$ cat src/rtl/ob_pkg.sv
// Shared types and constants for the limit order book: FSM states, side encoding,
// empty-side price sentinels and default field widths.
package ob_pkg;

    typedef enum logic [2:0] {
        ST_IDLE,
        ST_INSERT,
        ST_SCAN,
        ST_CHECK,
        ST_MATCH
    } ob_state_t;

    localparam logic SIDE_BUY  = 1'b1;
    localparam logic SIDE_SELL = 1'b0;

    localparam logic [7:0] BID_EMPTY = 8'h00;
    localparam logic [7:0] ASK_EMPTY = 8'hFF;

    localparam int DEF_PRICE_W = 8;
    localparam int DEF_QTY_W   = 8;

    // Slot index width; a single-slot book still needs a 1-bit index.
    function automatic int idx_width(input int depth);
        return (depth > 1) ? $clog2(depth) : 1;
    endfunction

endpackage

$ cat src/rtl/book_side.sv
// One side of the book: slot storage, first-free insert, one-slot-per-cycle best-price scan
// and decrement/free of the winning slot. best_price/best_idx move only when a scan completes.
module book_side
    import ob_pkg::*;
#(
    parameter int DEPTH    = 8,
    parameter int PRICE_W  = DEF_PRICE_W,
    parameter int QTY_W    = DEF_QTY_W,
    parameter int CNT_W    = $clog2(DEPTH + 1),
    parameter int IDX_W    = idx_width(DEPTH),
    parameter bit SEEK_MAX = 1'b1
) (
    input  logic               clk,
    input  logic               reset_n,
    input  logic               ins_en,
    input  logic [PRICE_W-1:0] ins_price,
    input  logic [QTY_W-1:0]   ins_qty,
    input  logic               scan_en,
    input  logic [IDX_W-1:0]   scan_idx,
    input  logic               dec_en,
    input  logic [QTY_W-1:0]   dec_qty,
    output logic               full,
    output logic [CNT_W-1:0]   count,
    output logic [PRICE_W-1:0] best_price,
    output logic [QTY_W-1:0]   best_qty
);

    localparam logic [PRICE_W-1:0] EMPTY = SEEK_MAX ? {PRICE_W{1'b0}} : {PRICE_W{1'b1}};

    logic [DEPTH-1:0]   slot_vld;
    logic [PRICE_W-1:0] slot_price [DEPTH];
    logic [QTY_W-1:0]   slot_qty   [DEPTH];

    logic [IDX_W-1:0]   free_idx;
    logic [IDX_W-1:0]   best_idx;

    logic               run_found;
    logic [PRICE_W-1:0] run_price;
    logic [IDX_W-1:0]   run_idx;

    logic               prev_found;
    logic [PRICE_W-1:0] cur_price;
    logic               better;
    logic               take;
    logic               nxt_found;
    logic [PRICE_W-1:0] nxt_price;
    logic [IDX_W-1:0]   nxt_idx;
    logic               scan_last;
    logic               dec_frees;

    assign full      = (count == CNT_W'(DEPTH));
    assign best_qty  = slot_qty[best_idx];
    assign scan_last = (scan_idx == IDX_W'(DEPTH - 1));
    assign dec_frees = (slot_qty[best_idx] == dec_qty);

    // Descending walk so the last hit is the lowest free index.
    always_comb begin
        free_idx = '0;
        for (int i = DEPTH - 1; i >= 0; i--) begin
            if (!slot_vld[i]) begin
                free_idx = IDX_W'(i);
            end
        end
    end

    // Strict comparison keeps the earlier (lower) index on equal prices.
    always_comb begin
        cur_price  = slot_price[scan_idx];
        prev_found = (scan_idx == '0) ? 1'b0 : run_found;
        better     = SEEK_MAX ? (cur_price > run_price) : (cur_price < run_price);
        take       = slot_vld[scan_idx] && (!prev_found || better);
        nxt_found  = prev_found || take;
        nxt_price  = take ? cur_price : run_price;
        nxt_idx    = take ? scan_idx : run_idx;
    end

    always_ff @(posedge clk) begin
        if (ins_en) begin
            slot_price[free_idx] <= ins_price;
            slot_qty[free_idx]   <= ins_qty;
        end else if (dec_en) begin
            slot_qty[best_idx] <= slot_qty[best_idx] - dec_qty;
        end
    end

    always_ff @(posedge clk or negedge reset_n) begin
        if (!reset_n) begin
            slot_vld   <= '0;
            count      <= '0;
            best_price <= EMPTY;
            best_idx   <= '0;
            run_found  <= 1'b0;
            run_price  <= '0;
            run_idx    <= '0;
        end else begin
            if (ins_en) begin
                slot_vld[free_idx] <= 1'b1;
                count              <= count + CNT_W'(1);
            end else if (dec_en && dec_frees) begin
                slot_vld[best_idx] <= 1'b0;
                count              <= count - CNT_W'(1);
            end
            if (scan_en) begin
                run_found <= nxt_found;
                run_price <= nxt_price;
                run_idx   <= nxt_idx;
                if (scan_last) begin
                    best_price <= nxt_found ? nxt_price : EMPTY;
                    best_idx   <= nxt_idx;
                end
            end
        end
    end

endmodule

$ cat src/rtl/order_book.sv
// Limit order book: accept -> insert -> DEPTH-cycle scan -> cross check -> match, repeating until uncrossed.
// Best prices at T+DEPTH+2, match_signal at T+DEPTH+3; order_ready is low outside IDLE.
module order_book
    import ob_pkg::*;
#(
    parameter int DEPTH   = 8,
    parameter int PRICE_W = DEF_PRICE_W,
    parameter int QTY_W   = DEF_QTY_W,
    parameter int CNT_W   = $clog2(DEPTH + 1)
) (
    input  logic               clk,
    input  logic               reset_n,
    input  logic               order_valid,
    output logic               order_ready,
    input  logic               order_side,
    input  logic [PRICE_W-1:0] order_price,
    input  logic [QTY_W-1:0]   order_qty,
    output logic               order_reject,
    output logic [PRICE_W-1:0] best_bid,
    output logic [PRICE_W-1:0] best_ask,
    output logic [CNT_W-1:0]   bid_count,
    output logic [CNT_W-1:0]   ask_count,
    output logic               match_signal,
    output logic [PRICE_W-1:0] match_price,
    output logic [QTY_W-1:0]   match_qty
);

    localparam int IDX_W = idx_width(DEPTH);

    ob_state_t          state, state_nxt;
    logic               ord_side;
    logic [PRICE_W-1:0] ord_price;
    logic [QTY_W-1:0]   ord_qty;
    logic [IDX_W-1:0]   scan_idx;

    logic               bid_full, ask_full;
    logic [QTY_W-1:0]   bid_qty, ask_qty, trade_qty;
    logic               bad_order, crossed;
    logic               ins_bid, ins_ask, scan_en, dec_en;

    assign bad_order = (ord_price == '0) || (ord_price == '1) || (ord_qty == '0) ||
                       ((ord_side == SIDE_BUY) ? bid_full : ask_full);
    assign crossed   = (bid_count != '0) && (ask_count != '0) && (best_bid >= best_ask);
    assign trade_qty = (bid_qty < ask_qty) ? bid_qty : ask_qty;

    assign order_ready  = (state == ST_IDLE);
    assign order_reject = (state == ST_INSERT) && bad_order;

    always_comb begin
        state_nxt = state;
        ins_bid   = 1'b0;
        ins_ask   = 1'b0;
        scan_en   = 1'b0;
        dec_en    = 1'b0;
        case (state)
            ST_IDLE: begin
                if (order_valid) state_nxt = ST_INSERT;
            end
            ST_INSERT: begin
                if (bad_order) begin
                    state_nxt = ST_IDLE;
                end else begin
                    ins_bid   = (ord_side == SIDE_BUY);
                    ins_ask   = (ord_side != SIDE_BUY);
                    state_nxt = ST_SCAN;
                end
            end
            ST_SCAN: begin
                scan_en = 1'b1;
                if (scan_idx == IDX_W'(DEPTH - 1)) state_nxt = ST_CHECK;
            end
            ST_CHECK: begin
                state_nxt = crossed ? ST_MATCH : ST_IDLE;
            end
            ST_MATCH: begin
                dec_en    = 1'b1;
                state_nxt = ST_SCAN;
            end
            default: state_nxt = ST_IDLE;
        endcase
    end

    always_ff @(posedge clk or negedge reset_n) begin
        if (!reset_n) begin
            state        <= ST_IDLE;
            ord_side     <= 1'b0;
            ord_price    <= '0;
            ord_qty      <= '0;
            scan_idx     <= '0;
            match_signal <= 1'b0;
            match_price  <= '0;
            match_qty    <= '0;
        end else begin
            state <= state_nxt;
            if (state == ST_IDLE && order_valid) begin
                ord_side  <= order_side;
                ord_price <= order_price;
                ord_qty   <= order_qty;
            end
            if (state == ST_SCAN) begin
                scan_idx <= scan_idx + IDX_W'(1);
            end else begin
                scan_idx <= '0;
            end
            // Trade terms are registered on entry to MATCH so they are stable for the decrement.
            match_signal <= (state == ST_CHECK) && crossed;
            if (state == ST_CHECK && crossed) begin
                match_price <= best_ask;
                match_qty   <= trade_qty;
            end
        end
    end

    book_side #(
        .DEPTH   (DEPTH),
        .PRICE_W (PRICE_W),
        .QTY_W   (QTY_W),
        .CNT_W   (CNT_W),
        .IDX_W   (IDX_W),
        .SEEK_MAX(1'b1)
    ) u_bids (
        .clk       (clk),
        .reset_n   (reset_n),
        .ins_en    (ins_bid),
        .ins_price (ord_price),
        .ins_qty   (ord_qty),
        .scan_en   (scan_en),
        .scan_idx  (scan_idx),
        .dec_en    (dec_en),
        .dec_qty   (match_qty),
        .full      (bid_full),
        .count     (bid_count),
        .best_price(best_bid),
        .best_qty  (bid_qty)
    );

    book_side #(
        .DEPTH   (DEPTH),
        .PRICE_W (PRICE_W),
        .QTY_W   (QTY_W),
        .CNT_W   (CNT_W),
        .IDX_W   (IDX_W),
        .SEEK_MAX(1'b0)
    ) u_asks (
        .clk       (clk),
        .reset_n   (reset_n),
        .ins_en    (ins_ask),
        .ins_price (ord_price),
        .ins_qty   (ord_qty),
        .scan_en   (scan_en),
        .scan_idx  (scan_idx),
        .dec_en    (dec_en),
        .dec_qty   (match_qty),
        .full      (ask_full),
        .count     (ask_count),
        .best_price(best_ask),
        .best_qty  (ask_qty)
    );

endmodule
$ cat config.mk
export PLATFORM = sky130hd
export DESIGN_NAME = order_book
export DESIGN_NICKNAME = d
export VERILOG_FILES = /design/src/rtl/ob_pkg.sv /design/src/rtl/book_side.sv /design/src/rtl/order_book.sv
export SDC_FILE = /design/constraint.sdc
export NUM_CORES = 1
export LEC_CHECK = 0
export CAP_MARGIN = 20
export CORE_MARGIN = 4
export CORE_UTILIZATION = 40
export DETAILED_ROUTE_END_ITERATION = 10
export GPL_ROUTABILITY_DRIVEN = 0
export PLACE_DENSITY = 0.6
export SLEW_MARGIN = 20
export SYNTH_ARGS = -nofsm -noshare
export SYNTH_HDL_FRONTEND = slang
export SYNTH_SLANG_ARGS = --single-unit
$ cat constraint.sdc
create_clock -name clk -period 4.5 [get_ports clk]
set_input_delay 0.9 -clock clk [delete_from_list [all_inputs] [get_ports clk]]
set_output_delay 0.9 -clock clk [all_outputs]
set_load 0.02 [all_outputs]
==> impl_metrics.py <==
metrics = {
    "critical_path": {
        "rr_worst_depth": 11,
        "path_delay_family": "compound AO/OA/AOI/OAI gates",
        "max_stage_delay_ps": 760,
        "cp_max_fo": 10,
        "required_ps": 4700,
        "startpoint_type": "flop",
        "rr_endpoint": "u_asks.slot_qty[0][5]",
        "worstPathCellList": "buf_4 -> mux2_2 -> a221oi_1 -> o22a_1 -> inv_1 -> ha_1 -> o21ai_0 -> a21oi_1 -> nor2_1 -> xor2_1 -> o21ai_0",
        "worst-path-stages": 11,
        "cp_common_cell": "o21ai_0",
        "setup.worst_path.start": "u_asks.best_idx[1]",
        "arrival_ps": 4130,
        "cp-end-kind": "flop",
        "r2r_slack_ps": 570,
        "crit_slowest_cell": "o21ai_0",
        "crit_type": "reg -> reg",
        "cp_num_buf_inv": 2,
        "endpoint": "u_asks.slot_qty[0][5]",
        "worstReg2RegStart": "u_asks.best_idx[1]",
    },
    "global_route": {
        "grt_pass1_vias": 10479,
        "gr-total-overflow": 0,
        "track_usage_pct": 18.2,
        "grt_max_degree": 44,
        "grt_first_pass_wirelength_mm": 63.2,
        "antenna_found_initial": 0,
    },
    "timing": {
        "skew_ps": 19.9,
        "setup_viol": 0,
        "report.final.slew_viol_count": 0,
        "setup-tns-final_ps": 0,
        "hold_viol_final": 0,
        "period_minus_slack_ps": 3930,
        "rsz0062_at_grt": "no",
        "max_freq_mhz": 254,
        "fin_crit_sh_pct": 87.4,
        "maxSlewHeadroom_pct": 23.3,
        "tightest_slew_ps": 1150,
        "finalWorstSetupSlack_ps": 568,
        "fin_hold_ws_ps": 379,
    },
    "drt": {
        "drtPass1Iterations": 5,
        "drc": 0,
        "wire_per_inst_um": 21.8,
        "num_vias": 10289,
        "final_antenna_net_count": 0,
        "first_iter_violations": 989,
        "drt_wl_total_mm": 40.3,
        "viasPerCell": 5.56,
    },
    "logic_synthesis": {
        "synth_edf_count": 256,
        "syn-cell-area_um2": 16600,
        "seq_area_frac_synth_pct": 62.9,
        "ys_types": 69,
        "synthCells": 1172,
        "synthFlopType": "edfxtp_1",
        "ys_warn_count": 0,
        "ys_async_sr_fraction_pct": 30.1,
        "ys_seq_elements": 366,
        "syn_avg_cell_area_um2": 14.2,
        "synthesis.nets": 1247,
    },
    "clock_network": {
        "htreeDepth": 2,
        "clkLatencyLatePin_ps": 530,
        "clock-sinks": 366,
        "path_clk_slew_ps": 60,
        "cts_buffers": 38,
        "clock_path_buffers": 3,
        "cts_root_buf": "clkbuf_16",
        "cts_setup_buffers": 0,
        "cts_tree": "yes",
    },
    "floorplanning": {
        "start_util_pct": 40.6,
        "core_area_um2": 40900,
        "die_w_um": 212,
        "rows": 74,
        "io_pins": 63,
        "dieArea_um2": 44900,
        "die_y_um": 212,
    },
    "placement": {
        "dp_hpwl_mm": 28.4,
        "io_buffers": 62,
        "place_worst_setup_slack_ps": 496,
    },
    "flow_run": {
        "cap_viol_max_count": 0,
    },
    "final_layout": {
        "n_antenna_cell": 0,
        "fin_nets": 1364,
        "layout_commonest_cell": "edfxtp_1",
        "area_growth_pct": 17.0,
        "final_cell_mix": "256 x edfxtp_1, 101 x dfrtp_1, 73 x nand2_1, 66 x nor2_1, 66 x buf_4",
        "drive_gt1_share_pct": 20.5,
    },
    "outcome": {
        "run_status": "finished, final reports clean",
    },
    "power_and_ir_drop": {
        "vdd_drop_max_mv": 0.233,
        "p_leak_nw": 7.14,
        "powerDensity_nw_per_um2": 619,
    },
    "min_path": {
        "hold_path.class": "in -> async",
    },
}
-- registers in the layout, summed over array words and instances, names as in the netlist, 3 cells and up --
signal and count:
match_qty 8, u_bids.slot_qty 64, u_bids.run_price 8, u_asks.slot_qty 64, u_asks.run_price 8, u_bids.count 4
u_asks.count 4, ord_price 8, state 3, u_asks.slot_vld 8, u_asks.best_idx 3, u_bids.run_idx 3
u_bids.slot_price 64, scan_idx 3, u_bids.best_idx 3, u_bids.best_price 8, u_asks.run_idx 3, u_asks.best_price 8
match_price 8, ord_qty 8, u_asks.slot_price 64, u_bids.slot_vld 8
-- logic make-up (layout without fill, tap and decap cells) --
family	count (synthesis)	after routing	share of synthesized area, %
flip-flops	366	366	62.9
AND/OR/NAND/NOR	267	267	7.86
AO/OA/AOI/OAI	210	210	8.34
multiplexers	152	152	13.2
buffers and inverters	106	252	2.59
adder cells (fa/ha/maj)	55	55	4.32
XOR/XNOR	16	16	0.843
-- stage by stage --
step                utilization [%]  instance area, um2  total power, W  cells
finish                         47.5               19400          0.0120   1850
global route                   47.5               19400          0.0128   1850
CTS                            47.5               19400          0.0121   1850
detailed placement             44.4               18200         0.00897   1781
global placement               44.4               18200         0.00889   1781
floorplan                         -               16600         0.00759   1172
-- synthesized netlist by cell type, types with 5 or more instances --
cell type  number  area, um2
edfxtp_1      256       7690
dfrtp_1       102       2550
nand2_1        73        274
nor2_1         68        255
o21ai_0        65        325
mux2_2         62        698
inv_1          55        206
ha_1           51        638
mux4_2         44        991
mux2i_1        38        380
a21oi_1        31        155
clkbuf_1       31        116
nand3_1        24        120
nor3_1         21        105
nor2b_1        16        100
a22oi_1        15        113
a21o_1         14        105
nand4_1        13       81.3
a31oi_1        12       75.1
a221oi_1       11       96.3
buf_2          11       55.1
nand2b_1        9       56.3
and3_1          8       50.1
dfstp_2         8        210
nor4_1          8       50.1
o31ai_1         8       60.1
xnor2_1         8       70.1
xor2_1          8       70.1
mux2_4          7        105
a211oi_1        5       37.5
a21boi_0        5       37.5
buf_1           5       18.8
o21a_1          5       37.5
o221a_2         5       56.3
o2bb2ai_1       5       43.8
or4_1           5       37.5
-- cell type report --
class                   count  area, um2
clock buffers              46       1030
multi-input cells         700       5770
well taps                 532        666
inverters                  56        210
fillers                  3591      21500
flip-flops and latches    366      10500
repair buffers            127       1110
clock inverters            23        204
-- metal layers --
layer  GRT usage (%)  vias up  routed length [um]
met4            4.29        0                 853
met2            29.2      284               19200
met1            26.0     5231               17900
met5               0        -                   0
met3            3.54       51                2420
li1                -     4723                   -
-- power by group --
| group | total (W) | internal, W | switching [W] | leakage (nW) |
|---|---|---|---|---|
| sequential | 0.00497 | 0.00448 | 0.000494 | 3.67 |
| combinational | 0.00394 | 0.00169 | 0.00224 | 2.86 |
| clock | 0.00311 | 0.00182 | 0.00130 | 0.615 |
| total | 0.0120 | 0.00799 | 0.00403 | 7.14 |
-- what timing repair did --
item,4_1_cts,5_1_grt
endpoints found under the setup margin,0,8
hold buffers,0,0
resized for setup,0,1
-- worst register-to-register path: cells and delay by family, from the launching register on --
kind / cells / cell delay (ps)
compound gates: 5 / 1740
xor+xnor: 1 / 140
fa+ha+maj: 1 / 330
buf+inv: 2 / 370
flops: 1 / 600
mux: 1 / 360
simple gates: 1 / 70
-- worst min path at each step --
stage	start	to	slack (ps)	cells after the start
after detailed placement	match_price[2]	match_price[2]	480	2
after global placement	match_price[5]	match_price[5]	460	2
after CTS	reset_n	ord_qty[5]	400	1
final	reset_n	u_bids.best_idx[2]	380	1
after global routing	reset_n	u_bids.best_idx[2]	420	1
after floorplan	u_asks.run_idx[1]	u_asks.best_idx[1]	470	2
No activity file was read; power rests on OpenSTA's default activity.
